### src/rtl/multdiv_ctrl.sv
// multdiv_ctrl: sequences the multi-cycle mul/div unit in execute.
// It issues the start pulse, stalls PC/FD/DX, bubbles XM and then presents the write.
//
// Ports:
//   clock, reset (async, active-low)
//   dx_is_mult, dx_is_div, dx_rd, dx_opB_zero : DX latch decode
//   md_ready, md_exception, md_result          : multdiv unit status
//   ctrl_MULT, ctrl_DIV                        : one-cycle start pulses
//   stall, xm_bubble, md_busy                  : pipeline control
//   md_wb_valid, md_wb_rd, md_wb_data          : one-cycle write into XM
//
// Optional feature: define MULTDIV_DIV0_FAST_EN to skip the unit for
// divide-by-zero and write r30 <- 5 directly.
module multdiv_ctrl #(
    parameter int MAX_CYCLES = 40
) (
    input  logic        clock,
    input  logic        reset,
    input  logic        dx_is_mult,
    input  logic        dx_is_div,
    input  logic [4:0]  dx_rd,
    input  logic        dx_opB_zero,
    input  logic        md_ready,
    input  logic        md_exception,
    input  logic [31:0] md_result,
    output logic        ctrl_MULT,
    output logic        ctrl_DIV,
    output logic        stall,
    output logic        xm_bubble,
    output logic        md_busy,
    output logic        md_wb_valid,
    output logic [4:0]  md_wb_rd,
    output logic [31:0] md_wb_data
);

    localparam int CW = (MAX_CYCLES > 1) ? $clog2(MAX_CYCLES) : 1;
    localparam logic [CW-1:0] LAST = CW'(MAX_CYCLES - 1);

    localparam logic [4:0]  EXC_RD    = 5'd30;
    localparam logic [31:0] EXC_MULT  = 32'd4;
    localparam logic [31:0] EXC_DIV   = 32'd5;
    localparam logic [31:0] EXC_TMOUT = 32'd6;

    typedef enum logic [1:0] {
        IDLE = 2'd0,
        BUSY = 2'd1,
        DONE = 2'd2
    } state_t;

    state_t        state_q, state_d;
    logic [CW-1:0] cnt_q, cnt_d;
    logic          op_div_q, op_div_d;
    logic [4:0]    rd_q, rd_d;
    logic [4:0]    wb_rd_q, wb_rd_d;
    logic [31:0]   wb_data_q, wb_data_d;

    // Gated by reset so that asserting reset silences the pulse path
    // even while a mul/div still sits in DX.
    logic start;
    assign start = (dx_is_mult | dx_is_div) & reset;

`ifdef MULTDIV_DIV0_FAST_EN
    logic div0_fast;
    assign div0_fast = dx_is_div & ~dx_is_mult & dx_opB_zero;
`else
    logic unused_opb;
    assign unused_opb = dx_opB_zero;
`endif

    always_ff @(posedge clock or negedge reset) begin
        if (!reset) begin
            state_q   <= IDLE;
            cnt_q     <= '0;
            op_div_q  <= 1'b0;
            rd_q      <= '0;
            wb_rd_q   <= '0;
            wb_data_q <= '0;
        end else begin
            state_q   <= state_d;
            cnt_q     <= cnt_d;
            op_div_q  <= op_div_d;
            rd_q      <= rd_d;
            wb_rd_q   <= wb_rd_d;
            wb_data_q <= wb_data_d;
        end
    end

    always_comb begin
        state_d     = state_q;
        cnt_d       = cnt_q;
        op_div_d    = op_div_q;
        rd_d        = rd_q;
        wb_rd_d     = wb_rd_q;
        wb_data_d   = wb_data_q;
        ctrl_MULT   = 1'b0;
        ctrl_DIV    = 1'b0;
        stall       = 1'b0;
        md_busy     = 1'b0;
        md_wb_valid = 1'b0;

        unique case (state_q)
            IDLE: begin
                if (start) begin
                    stall     = 1'b1;
                    ctrl_MULT = dx_is_mult;
                    ctrl_DIV  = dx_is_div & ~dx_is_mult;
                    op_div_d  = ~dx_is_mult;
                    rd_d      = dx_rd;
                    cnt_d     = '0;
                    state_d   = BUSY;
`ifdef MULTDIV_DIV0_FAST_EN
                    if (div0_fast) begin
                        ctrl_DIV  = 1'b0;
                        wb_rd_d   = EXC_RD;
                        wb_data_d = EXC_DIV;
                        state_d   = DONE;
                    end
`endif
                end
            end
            BUSY: begin
                stall   = 1'b1;
                md_busy = 1'b1;
                cnt_d   = cnt_q + CW'(1);
                // A ready in the last allowed cycle still wins over timeout.
                if (md_ready) begin
                    state_d = DONE;
                    if (md_exception) begin
                        wb_rd_d   = EXC_RD;
                        wb_data_d = op_div_q ? EXC_DIV : EXC_MULT;
                    end else begin
                        wb_rd_d   = rd_q;
                        wb_data_d = md_result;
                    end
                end else if (cnt_q == LAST) begin
                    state_d   = DONE;
                    wb_rd_d   = EXC_RD;
                    wb_data_d = EXC_TMOUT;
                end
            end
            DONE: begin
                md_busy     = 1'b1;
                md_wb_valid = 1'b1;
                state_d     = IDLE;
            end
            default: begin
                state_d = IDLE;
            end
        endcase
    end

    assign xm_bubble  = stall;
    assign md_wb_rd   = md_wb_valid ? wb_rd_q : 5'd0;
    assign md_wb_data = md_wb_valid ? wb_data_q : 32'd0;

endmodule
### config.mk
export PLATFORM = sky130hd
export DESIGN_NAME = multdiv_ctrl
export DESIGN_NICKNAME = d
export VERILOG_FILES = /design/src/rtl/multdiv_ctrl.sv
export SDC_FILE = /design/constraint.sdc
export NUM_CORES = 1
export LEC_CHECK = 0
export ABC_AREA = 1
export CORE_UTILIZATION = 50
export DETAILED_ROUTE_END_ITERATION = 10
export GPL_TIMING_DRIVEN = 0
export HOLD_SLACK_MARGIN = 0.02
export PLACE_DENSITY = 0.95
export SYNTH_ARGS = -nofsm -noshare
export SYNTH_HDL_FRONTEND = slang
export SYNTH_SLANG_ARGS = --single-unit
### constraint.sdc
create_clock -name clock -period 2.37 [get_ports clock]
set_input_delay 0.3555 -clock clock [delete_from_list [all_inputs] [get_ports clock]]
set_output_delay 0.3555 -clock clock [all_outputs]
set_load 0.02 [all_outputs]
=== Word level (Yosys, flattened, before mapping) ===
Index checks and enable logic that the tools add are counted.

* Register bits: 51
* Bits in latches: 0
* Memory bits (writable): 0
* Bits in read-only memories: 0
* Input bits: 44
* Output and inout port bits: 43
* Logic and storage cells: 47
* Memories kept: 0

* Add/subtract/negate cells: 1
* Multiply operators: 0
* Div/mod/pow operators: 0
* $lt $le $gt $ge: 0
* Equality and inequality tests: 5
* Shifts and indexed selects: 0
* Multiplexer cells: 23
* Bitwise operators: 4
* Reduce and logical (&&, ||, !) cells: 8

{| class="wikitable"
|+ Operator list
! kind !! count
|-
| two-way mux 32 bit || 4
|-
| two-way mux 5 bit || 4
|-
| case mux 6 bit (2 select lines) || 1
|-
| two-way mux 1 bit || 8
|-
| AND reduction 2 bit || 4
|-
| adder 6 x 1 -> 6 bit, second input constant || 1
|-
| equality test 6 bit, second input constant || 1
|-
| two-way mux 2 bit || 3
|-
| two-way mux 6 bit || 1
|-
| case mux 2 bit (2 select lines) || 1
|-
| nonzero test 2 bit || 2
|-
| != test 3 bit, second input constant || 1
|-
| AND 1 bit || 2
|-
| equality test 2 x 1 -> 1 bit, second input constant || 1
|-
| equality test 2 bit, second input constant || 1
|-
| logical NOT 2 bit || 1
|-
| != test 2 bit, second input constant || 1
|-
| case mux 1 bit (2 select lines) || 1
|-
| OR reduction 2 bit || 1
|-
| NOT 1 bit || 1
|-
| OR 1 bit || 1
|}

=== Longest topological paths before layout ===
Gate-level depths: netlist of run 1.

* Word-level depth: 4
* Depth in mapped cells: 10
* Mapped depth without buffers: 8

=== Worst setup path after synthesis of run 1 ===
Ideal clock, no wire load.

* Path kind: flip-flop to output port
* Start: register state_q[0]
* End: output md_wb_data[13]
* Arrival: 1.525 ns
* Data required time: 2.014 ns
* Slack: 0.490 ns
* Cell stages (with the launch flop): 7
* Buffers on the path: 2
* Path through: dfrtp_1 inv_1 ha_1 clkbuf_1 buf_1 nand2_1 inv_1

* Word-level cells in the longest chain between the ends: 3

{| class="wikitable"
|+ Ends and longest elaborated chain
! item !! line !! text
|-
| start, declared || 50 || <nowiki>state_t state_q, state_d;</nowiki>
|-
| start signal, assigned || 79 || <nowiki>state_q <= state_d;</nowiki>
|-
| equality test 2 bit || 101 || <nowiki>unique case (state_q)</nowiki>
|-
| two-way mux 1 bit || 101 ||
|-
| net md_wb_valid || 31 || <nowiki>output logic md_wb_valid,</nowiki>
|-
| two-way mux 32 bit || 154 || <nowiki>assign md_wb_data = md_wb_valid ? wb_data_q : 32'd0;</nowiki>
|-
| end, declared || 33 || <nowiki>output logic [31:0] md_wb_data</nowiki>
|}

The timed path passes the listed nets, and every way through them passes these cells.

=== Worst setup path in the final report of run 1 ===
* Start: register state_q[0]
* End: output ctrl_DIV

* Word-level cells in the longest chain between the ends: 2

{| class="wikitable"
|+ Ends and longest elaborated chain
! item !! line !! text
|-
| logical NOT 2 bit || 101 ||
|-
| two-way mux 1 bit || 101 ||
|-
| end, declared || 27 || <nowiki>output logic ctrl_DIV,</nowiki>
|}

No other way between the ends.

==> results of run 1 <==
[worst register-to-register path: stages (launching register included)]
cell     delay, ps
dfrtp_1        430
inv_1          110
ha_2           260
inv_1          120
or2_0          240
nand2_2        150
inv_1          100
nand2_1         70
o21ai_1         70
[metal layers]
metal	up-vias	global-route usage (%)	wire length [µm]
li1	1209	-	-
met1	1148	28.3	2580
met2	83	45.3	3320
met3	8	5.62	354
met4	0	8.39	64
met5	-	0	0
[flip-flops by register name (all words and copies together), names as in the netlist]
register and flops:
rd_q 5, cnt_q 6, op_div_q 1, state_q 2, wb_rd_q 5, wb_data_q 32
[cells in the final DEF, fill, tap and decap left out, types with 3 or more instances in the layout]
master	instances
a21oi_1	4
buf_4	3
buf_6	7
clkbuf_1	3
clkbuf_8	7
clkdlybuf4s50_1	50
dfrtp_1	51
dlygate4sd2_1	22
dlymetal6s2s_1	12
inv_1	50
nand2_1	139
nand2_2	7
nand3_1	7
nor2_1	11
nor3_1	3
o21ai_0	3
o21ai_1	12
o21ai_2	26
[cell families (layout without fill, tap and decap cells)]
family	count (synthesis)	count (layout)	synth area share, %
buffers and inverters	68	163	11.8
adder cells (fa/ha/maj)	4	4	1.89
AND/OR/NAND/NOR	171	171	26.0
flip-flops	51	51	48.1
AO/OA/AOI/OAI	45	45	12.2
[cell type report]
class	instances	share of cell area (%)
plain buffers	15	3.35
clock buffers	8	2.65
inverters	52	5.21
multi-input cells	220	28.8
flip-flops and latches	51	33.8
well taps	70	2.32
repair buffers	88	23.9
[metrics by stage]
stage | setup WS (ps) | instance area [µm²] | utilization [%] | hold WS, ps
2_1_floorplan | 490 | 2650 | - | 59.9
5_1_grt | 15.0 | 3770 | 73.9 | 82.1
3_3_place_gp | -2020 | 3590 | 70.3 | 464
4_1_cts | 8.15 | 3740 | 73.3 | 78.3
6_report | 175 | 3770 | 73.9 | 80.4
3_5_place_dp | -249 | 3610 | 70.6 | 342
[Yosys cell counts (all sizes together)]
cell	n	area [µm²]
a21oi	4	20.0
buf	11	100
o21ai	41	303
ha	4	50.1
nor3	3	15.0
nor2	11	41.3
nand3	9	55.1
nand2	146	566
or2	1	6.26
dfrtp	51	1280
clkinv	1	3.75
clkbuf	5	18.8
inv	51	191
nand4	1	6.26
[how the worst max path moves through the flow]
stage	cells after the start	slack (ps)	to
after floorplan	6	490	md_wb_data[13]
after global placement	6	-2020	ctrl_DIV
after detailed placement	7	-250	md_wb_data[3]
after CTS	5	8	ctrl_MULT
after global routing	7	10	ctrl_DIV
final	7	170	ctrl_DIV
[where the power goes]
group	leakage (nW)	internal [mW]	switching [mW]
sequential	0.672	1.22	0.210
clock	0.0515	0.267	0.277
combinational	1.56	0.671	0.918
[timing repair]
item | in CTS | in global routing
resized for setup | 34 | 12
setup endpoints to repair | 41 | 12
pin swaps | 0 | 0
hold buffers | 2 | 0
hold endpoints to repair | 19 | 0
==> summary.txt, run 1 <==
Status
  • Status: completed

Critical path
  • Top delay family on crit path: buffers and inverters
  • Register-to-Register Path Depth: 8
  • CP endpoint kind: output port
  • Critical path class: reg2out
  • Reg-to-Reg Start: state_q[1]
  • R2R setup slack: 700 ps
  • Worst Path Max Fanout: 9
  • Crit Reg-Reg Endpoint: cnt_q[3]
  • Max incr delay on CP: 410 ps
  • Critical Path Start: state_q[0]
  • Worst endpoint data arrival time: 1840 ps
  • Worst path buffer plus inverter count: 4
  • CP max-delay cell: dfrtp_1
  • Crit path required time: 2010 ps
  • Most used cell, CP: inv_1
  • Worst-path cell chain: inv_1 > ha_1 > nand3_4 > clkinv_2 > nand2_1 > inv_1 > dlygate4sd2_1
  • Startpoint Class: flop

Cells and area
  • Nets: 481
  • Layout cells sized above 1: 14.3%
  • Multi-input combinational cell area: 0.00108 mm²
  • N_diodes: 0
  • Area Growth Syn to Fin: 42.2%
  • Area occupied by registers: 0.00128 mm²
  • Post-route insts no fill: 504
  • Fillers: 404

Run
  • Max_cap viols: 0

STA
  • Slew Viols, Final: 0
  • Final min period: 2200 ps
  • Fmax: 0.456 GHz
  • Max Clock Skew: 5.89 ps
  • Final-report hold violation count: 0
  • Final Cycle Share: 92.6%
  • Slew at the pin closest to its max-slew limit: 872 ps
  • Sum of negative setup slack: 0 ps
  • Slew HR: 41.7%
  • Setup Viol. Count Final: 0
  • RSZ-0062 raised after global routing: false

Synthesis
  • Post-Syn Nets: 387
  • Yosys warnings: 0
  • Distinct cells, synth: 22
  • Mapped Area: 0.00265 mm²
  • Flop and latch count out of synthesis: 51
  • Register area share after synthesis: 48.1%
  • Synth Area per Inst: 7.82 µm²
  • Syn Inst Count: 339

Clock network
  • CTS root buf: clkbuf_8
  • Clk pin slew, worst setup/hold paths: 90 ps
  • Setup Fix Bufs, Post-CTS: 0
  • CTS tree: done
  • TritonCTS buffer count: 5
  • CTS Buffer Depth: 2
  • H-tree Lvls: 2
  • CTS sink count: 51
  • Clock Latency Late Sink: 310 ps

Die
  • Row cnt: 26
  • Die Wd: 74.8 µm
  • Die outline height: 74.8 µm
  • Die area: 0.00560 mm²
  • Initial core utilization: 51.9%
  • Core area: 0.00511 mm²
  • # IOs: 87

GRT
  • Vias in the first global route: 2,400
  • Largest net degree at the start of global routing: 33
  • GRT Total Usage: 24.7%
  • Antenna violations before repair: 0
  • Total congestion overflow: 0
  • First-pass GRT wire length: 10.3 mm

Place
  • Placed cells: 495
  • Routability Congestion: 0.846
  • DP HPWL: 4.66 mm
  • Buffers on Ports: 85

Routing
  • Drt total wl: 6.32 mm
  • Drt first pass iters: 4
  • ANT nets after route: 0
  • Wirelength per Cell: 12.5 µm
  • # DRC: 0
  • DR iter-0 viols: 125
  • DR vias/cell: 4.86
  • Vias: 2,448

Pwr
  • Peak supply drop: 851 µV
  • Pleak: 2.28 nW
  • Power Density: 945 mW/mm²
  • Total power: 3.57 mW

Worst hold path
  • Min-Delay Path Class: in2async
No activity file was read; power rests on OpenSTA's default activity.
==> run 2, diff against run 1 <==
--- a/config.mk
+++ b/config.mk
@@ -11,6 +11,7 @@
 export GPL_TIMING_DRIVEN = 0
 export HOLD_SLACK_MARGIN = 0.02
 export PLACE_DENSITY = 0.95
+export RECOVER_POWER = 25
 export SYNTH_ARGS = -nofsm -noshare
 export SYNTH_HDL_FRONTEND = slang
 export SYNTH_SLANG_ARGS = --single-unit
==> run 2 against run 1 <==
Effect of this change:
- the flow now finishes with violations (capacitance limit, slew limit)
- non-clock buffer count is the same
- critical endpoint unchanged
- critical path depth unchanged
- global-route usage unchanged
- final cell count stayed put
- count of clock-buffer cells in the layout unchanged
- sequential power is essentially flat
- power is 0.22% lower
- highest routed layer unchanged
==> summary.txt, run 2 (synthesized netlist as in run 1, its figures left out) <==
Place
  • Buffers on Ports: 85 (unchanged)
  • DP HPWL: 4.66 mm (unchanged)
  • Routability Congestion: 0.846 (unchanged)
  • Placed cells: 495 (unchanged)
  • Pre-CTS WS: -249 ps (unchanged)

Clock network
  • H-tree Lvls: 2 (unchanged)
  • CTS root buf: clkbuf_8
  • CTS tree: done
  • CTS sink count: 51 (unchanged)
  • TritonCTS buffer count: 5 (unchanged)
  • Clock Latency Late Sink: 310 ps (about the same)
  • Clk pin slew, worst setup/hold paths: 90 ps (about the same)
  • CTS Buffer Depth: 2 (unchanged)
  • Setup Fix Bufs, Post-CTS: 0 (unchanged)

Status
  • Status: complete, but fails checks
  • Violated checks: capacitance limit, slew limit

GRT
  • GRT Total Usage: 24.7% (unchanged)
  • Total congestion overflow: 0 (unchanged)
  • Largest net degree at the start of global routing: 33 (unchanged)
  • First-pass GRT wire length: 10.3 mm (unchanged)
  • Antenna violations before repair: 0 (unchanged)
  • Vias in the first global route: 2,400 (unchanged)

Critical path
  • Startpoint Class: flop
  • Most used cell, CP: inv_1
  • Max incr delay on CP: 410 ps (about the same)
  • Worst Path Max Fanout: 9 (unchanged)
  • Worst endpoint data arrival time: 1840 ps (about the same)
  • CP max-delay cell: dfrtp_1
  • Crit path required time: 2010 ps (about the same)
  • CP endpoint kind: output port
  • Critical path class: reg2out
  • Worst-path cell chain: inv_1 > ha_1 > nand3_4 > clkinv_2 > nand2_1 > inv_1 > dlygate4sd2_1

STA
  • Fmax: 0.455 GHz (about the same)
  • Max Clock Skew: 5.97 ps (+0.0798 ps)
  • Tightest hold margin: 488 ps (+408 ps)
  • Final Cycle Share: 92.7% (about the same)
  • Slew Viols, Final: 33 (+33)
  • Final-report hold violation count: 0 (unchanged)
  • RSZ-0062 raised after global routing: false
  • Slew at the pin closest to its max-slew limit: 1690 ps (+818 ps)
  • Final min period: 2200 ps (+1.99 ps)
  • Setup Viol. Count Final: 0 (unchanged)
  • Setup slack after layout: 173 ps (-1.99 ps)
  • Sum of negative setup slack: 0 ps (unchanged)
  • Slew HR: -12.7% (-54 points)

Cells and area
  • Post-route insts no fill: 504 (unchanged)
  • Layout cells sized above 1: 13.6% (-0.69 points)
  • Top reg by flops: wb_data_q
  • Largest registers: wb_data_q (32), cnt_q (6)
  • N_diodes: 0 (unchanged)
  • Largest register FFs: 32 (unchanged)
  • Nets: 481 (unchanged)
  • Commonest cells after routing, fill and taps aside: nand2_1, inv_1, dfrtp_1
  • Fillers: 409 (+1.2%)
  • Most common cell after layout, fill and taps aside: nand2_1
  • Area Growth Syn to Fin: 41.0%

Routing
  • # DRC: 0 (unchanged)
  • DR vias/cell: 4.82 (-0.74%)
  • ANT nets after route: 0 (unchanged)
  • Wirelength per Cell: 12.5 µm (about the same)
  • Vias: 2,430 (-0.74%)
  • Drt first pass iters: 4 (unchanged)
  • DR iter-0 viols: 104 (-17%)
  • Drt total wl: 6.32 mm (about the same)

Pwr
  • P_sw: 1.40 mW (-0.12%)
  • Clk network pwr share: 15.3% (about the same)
  • Seq pwr share: 40.3% (about the same)
  • Int Pwr: 2.16 mW (-0.29%)
  • Switching share of power: 39.4% (+0.040 points)
  • Peak supply drop: 850 µV (about the same)
  • Pleak: 2.26 nW (-0.62%)
  • Total power: 3.56 mW (-0.22%)
  • Gate power share: 44.5% (about the same)
  • Power Density: 952 mW/mm² (+0.65%)

Die
  • Initial core utilization: 51.9% (unchanged)
  • Core area: 0.00511 mm² (unchanged)
  • # IOs: 87 (unchanged)
  • Die outline height: 74.8 µm (unchanged)
  • Die area: 0.00560 mm² (unchanged)
  • Row cnt: 26 (unchanged)
  • Die Wd: 74.8 µm (unchanged)

Run
  • Max_cap viols: 1 (+1)

Worst hold path
  • Min-Delay Path Class: reg2reg
## run 2: path summary, 6_finish.rpt
kind,startpoint,to,slack [ps],cells past startpoint
setup / recovery,state_q[0],ctrl_DIV,170,7
hold / removal,wb_rd_q[3],wb_rd_q[3],490,2
setup reg to reg,state_q[1],cnt_q[3],700,8
hold reg to reg,wb_rd_q[3],wb_rd_q[3],490,2
max in group asynchronous,reset,wb_data_q[26],550,3
min in group asynchronous,reset,cnt_q[1],720,2
## run 2: power by group through the flow
stage	Combinational, mW	Sequential, mW	Clock (mW)
6_report	1.58	1.43	0.544
5_1_grt	1.75	1.48	0.594
4_1_cts	1.60	1.43	0.555
3_5_place_dp	1.57	1.44	0
3_3_place_gp	1.52	1.42	0
2_1_floorplan	1.07	1.39	0
## run 2: layout make-up
class,instances,area (µm²),area share (%)
Buffer,15,126,3.38
Sequential cell,51,1280,34.1
Clock buffer,8,100,2.68
Tap cell,70,87.6,2.34
Timing Repair Buffer,88,868,23.2
Multi-Input combinational cell,220,1080,29.0
Inverter,52,196,5.25
## run 2: repair_timing
| action | CTS | global route |
|---|---|---|
| endpoints found under the hold margin | 19 | 0 |
| gates resized for setup | 34 | 12 |
| setup endpoints to repair | 41 | 12 |
| hold buffers | 2 | 0 |
| cloned | 0 | 0 |
## run 2: per-layer routing
| layer | up-vias | global-route usage [%] | wire [µm] |
|---|---|---|---|
| met4 | 0 | 8.39 | 68 |
| met2 | 83 | 45.3 | 3340 |
| met5 | - | 0 | 0 |
| met3 | 7 | 5.62 | 324 |
| met1 | 1133 | 28.3 | 2580 |
| li1 | 1207 | - | - |
## run 2: metrics by stage
| stage | util, % | area, µm² |
|---|---|---|
| detailed placement | 70.6 | 3610 |
| floorplan | - | 2650 |
| finish | 73.2 | 3740 |
| global route | 73.2 | 3740 |
| global placement | 70.3 | 3590 |
| CTS | 73.3 | 3740 |
## run 2: critical path: cells and delay by family, from the launching register on
| family | cells | cell delay [ps] |
|---|---|---|
| DFF | 1 | 410 |
| buffers and inverters | 4 | 650 |
| and+or+nand+nor | 2 | 230 |
| adders and majority gates | 1 | 250 |
==> run 3, diff against run 2 <==
--- a/config.mk
+++ b/config.mk
@@ -8,7 +8,7 @@
 export ABC_AREA = 1
 export CORE_UTILIZATION = 50
 export DETAILED_ROUTE_END_ITERATION = 10
-export GPL_TIMING_DRIVEN = 0
+export GPL_TIMING_DRIVEN = 1
 export HOLD_SLACK_MARGIN = 0.02
 export PLACE_DENSITY = 0.95
 export RECOVER_POWER = 25
==> run 3 against run 2 <==
Effect of this change:
- the run now ends clean
- combinational power shrank 4%
- non-clock buffer count down 10
- sequential share of layout area up 0.52 points
- first-iteration DRC count rose by 13%
- sequential cell count unchanged
- via count fell by 5.2%
- clock skew grew 1.0 ps
- fmax decreased by 3.9%
- power is 3.7% lower
- critical path type unchanged
- final cell count down 2.0%
- final area is 1.5% lower
==> summary.txt, run 3 (synthesized netlist as in run 1, its figures left out) <==
Status
  • Status: completed

Pwr
  • Peak supply drop: 909 µV (+6.9%)
  • Power Density: 930 mW/mm² (-2.3%)
  • Total power: 3.43 mW (-3.7%)
  • Pleak: 2.22 nW (-2.1%)

Worst hold path
  • Min-Delay Path Class: in2async

Clock network
  • CTS tree: done
  • CTS Buffer Depth: 2 (unchanged)
  • Clock Latency Late Sink: 300 ps (about the same)
  • CTS sink count: 51 (unchanged)
  • CTS root buf: clkbuf_8
  • Clk pin slew, worst setup/hold paths: 80 ps (about the same)
  • TritonCTS buffer count: 5 (unchanged)
  • H-tree Lvls: 2 (unchanged)
  • Post-CTS Hold Buffers: 0 (-2)

GRT
  • GRT Total Usage: 22.6% (-2.1 points)
  • Largest net degree at the start of global routing: 75 (+130%)
  • Antenna violations before repair: 0 (unchanged)
  • Total congestion overflow: 0 (unchanged)
  • First-pass GRT wire length: 9.54 mm (-7.2%)
  • Vias in the first global route: 2,166 (-9.8%)

Critical path
  • Worst Path Max Fanout: 18 (+9)
  • Crit path required time: 2010 ps (about the same)
  • Most used cell, CP: inv_1
  • Critical path class: reg2out
  • Worst-path cell chain: inv_1 > ha_1 > buf_6 > nand2_1 > inv_1 > clkdlybuf4s50_1
  • Startpoint Class: flop
  • CP endpoint kind: output port
  • Top delay family on crit path: buffers and inverters
  • Register-to-Register Path Depth: 9 (+1)
  • Worst endpoint data arrival time: 1930 ps (+90 ps)
  • Critical path depth: 6 (-1)
  • Worst path buffer plus inverter count: 4 (unchanged)
  • Max incr delay on CP: 620 ps (+210 ps)
  • CP max-delay cell: clkdlybuf4s50_1

Routing
  • DR vias/cell: 4.66 (-3.3%)
  • DR iter-0 viols: 117 (+13%)
  • ANT nets after route: 0 (unchanged)
  • Drt first pass iters: 4 (unchanged)
  • # DRC: 0 (unchanged)
  • Wirelength per Cell: 12.0 µm (-4.4%)
  • Vias: 2,303 (-5.2%)
  • Drt total wl: 5.92 mm (-6.3%)

Cells and area
  • N_diodes: 0 (unchanged)
  • Design area: 0.00368 mm² (-1.5%)
  • Layout cells sized above 1: 12.0% (-1.6 points)
  • Commonest cells after routing, fill and taps aside: nand2_1, clkdlybuf4s50_1, dfrtp_1
  • Util after Layout: 72.1% (-1.1 points)
  • Largest registers: wb_data_q (32), cnt_q (6)
  • Most common cell after layout, fill and taps aside: nand2_1
  • Largest register FFs: 32 (unchanged)
  • Area Growth Syn to Fin: 38.9%
  • Nets: 471 (-2.1%)
  • Top reg by flops: wb_data_q

Place
  • Routability Congestion: 0.866 (+2.4%)
  • DP HPWL: 4.29 mm (-7.9%)
  • Buffers on Ports: 85 (unchanged)
  • Placed Area: 0.00355 mm² (-1.5%)
  • Pre-CTS WS: 97.1 ps (+346 ps)

STA
  • Slew HR: 16.8% (+29 points)
  • Tightest hold margin: 474 ps (-14.5 ps)
  • Final-report hold violation count: 0 (unchanged)
  • Final Cycle Share: 96.4% (+3.7 points)
  • Final min period: 2290 ps (+88.1 ps)
  • Fmax: 0.438 GHz (-3.9%)
  • Slew Viols, Final: 0 (-100%)
  • Setup Viol. Count Final: 0 (unchanged)
  • Slew at the pin closest to its max-slew limit: 1250 ps (-442 ps)
  • RSZ-0062 raised after global routing: true
  • Max Clock Skew: 7.02 ps (+1.05 ps)
  • Setup slack after layout: 84.9 ps (-88.1 ps)

Die
  • # IOs: 87 (unchanged)
  • Die area: 0.00560 mm² (unchanged)
  • Row cnt: 26 (unchanged)
  • Core area: 0.00511 mm² (unchanged)
  • Initial core utilization: 51.9% (unchanged)
  • Die Wd: 74.8 µm (unchanged)
  • Die outline height: 74.8 µm (unchanged)

Run
  • Max_cap viols: 0 (-1)
==> run 3: power by group <==
part	switching, mW	internal (mW)
registers	0.205	1.22
clock network	0.275	0.207
logic	0.876	0.641
total	1.36	2.07
==> run 3: repair_timing <==
| item | in CTS | in global routing |
|---|---|---|
| setup buffers | 0 | 0 |
| setup endpoints to repair | 0 | 30 |
| endpoints found under the hold margin | 0 | 0 |
| resized for setup | 0 | 19 |
==> run 3: worst register-to-register path: stages, from the launching register on <==
cell     delay (ps)
dfrtp_1         440
ha_1            240
nand2_2          80
inv_2            40
nand3_2          70
nand2_2          60
nand2_2          70
buf_12          300
nand2_1         180
o21ai_2          80
==> run 3: worst paths after layout <==
kind / start / end / slack (ps)
setup / recovery: state_q[0] / md_wb_data[4] / 80
hold / removal: reset / state_q[1] / 470
setup reg to reg: cnt_q[1] / wb_data_q[30] / 730
hold reg to reg: wb_rd_q[1] / wb_rd_q[1] / 490
max in group asynchronous: reset / wb_data_q[7] / 1130
min in group clock: wb_rd_q[1] / wb_rd_q[1] / 490
==> run 3: metal layers <==
layer  part of all wire (%)  GRT usage, %
met2                     52          40.9
met4                    1.1          6.71
met3                    5.0          4.28
met5                      0             0
met1                     42          27.4
==> run 3: area by class of cell <==
type	count	area, µm²
clock buffer	6	72.6
multi-input combinational	220	1060
timing repair buffer	93	977
sequential	51	1280
clock inverter	2	12.5
tap	70	87.6
inverter	52	195
fill	417	1420
==> run 3: per-stage QoR <==
stage               cells  TNS (ps)
floorplan             339         0
global placement      486         0
finish                494         0
CTS                   494         0
global route          494     -41.0
detailed placement    486         0
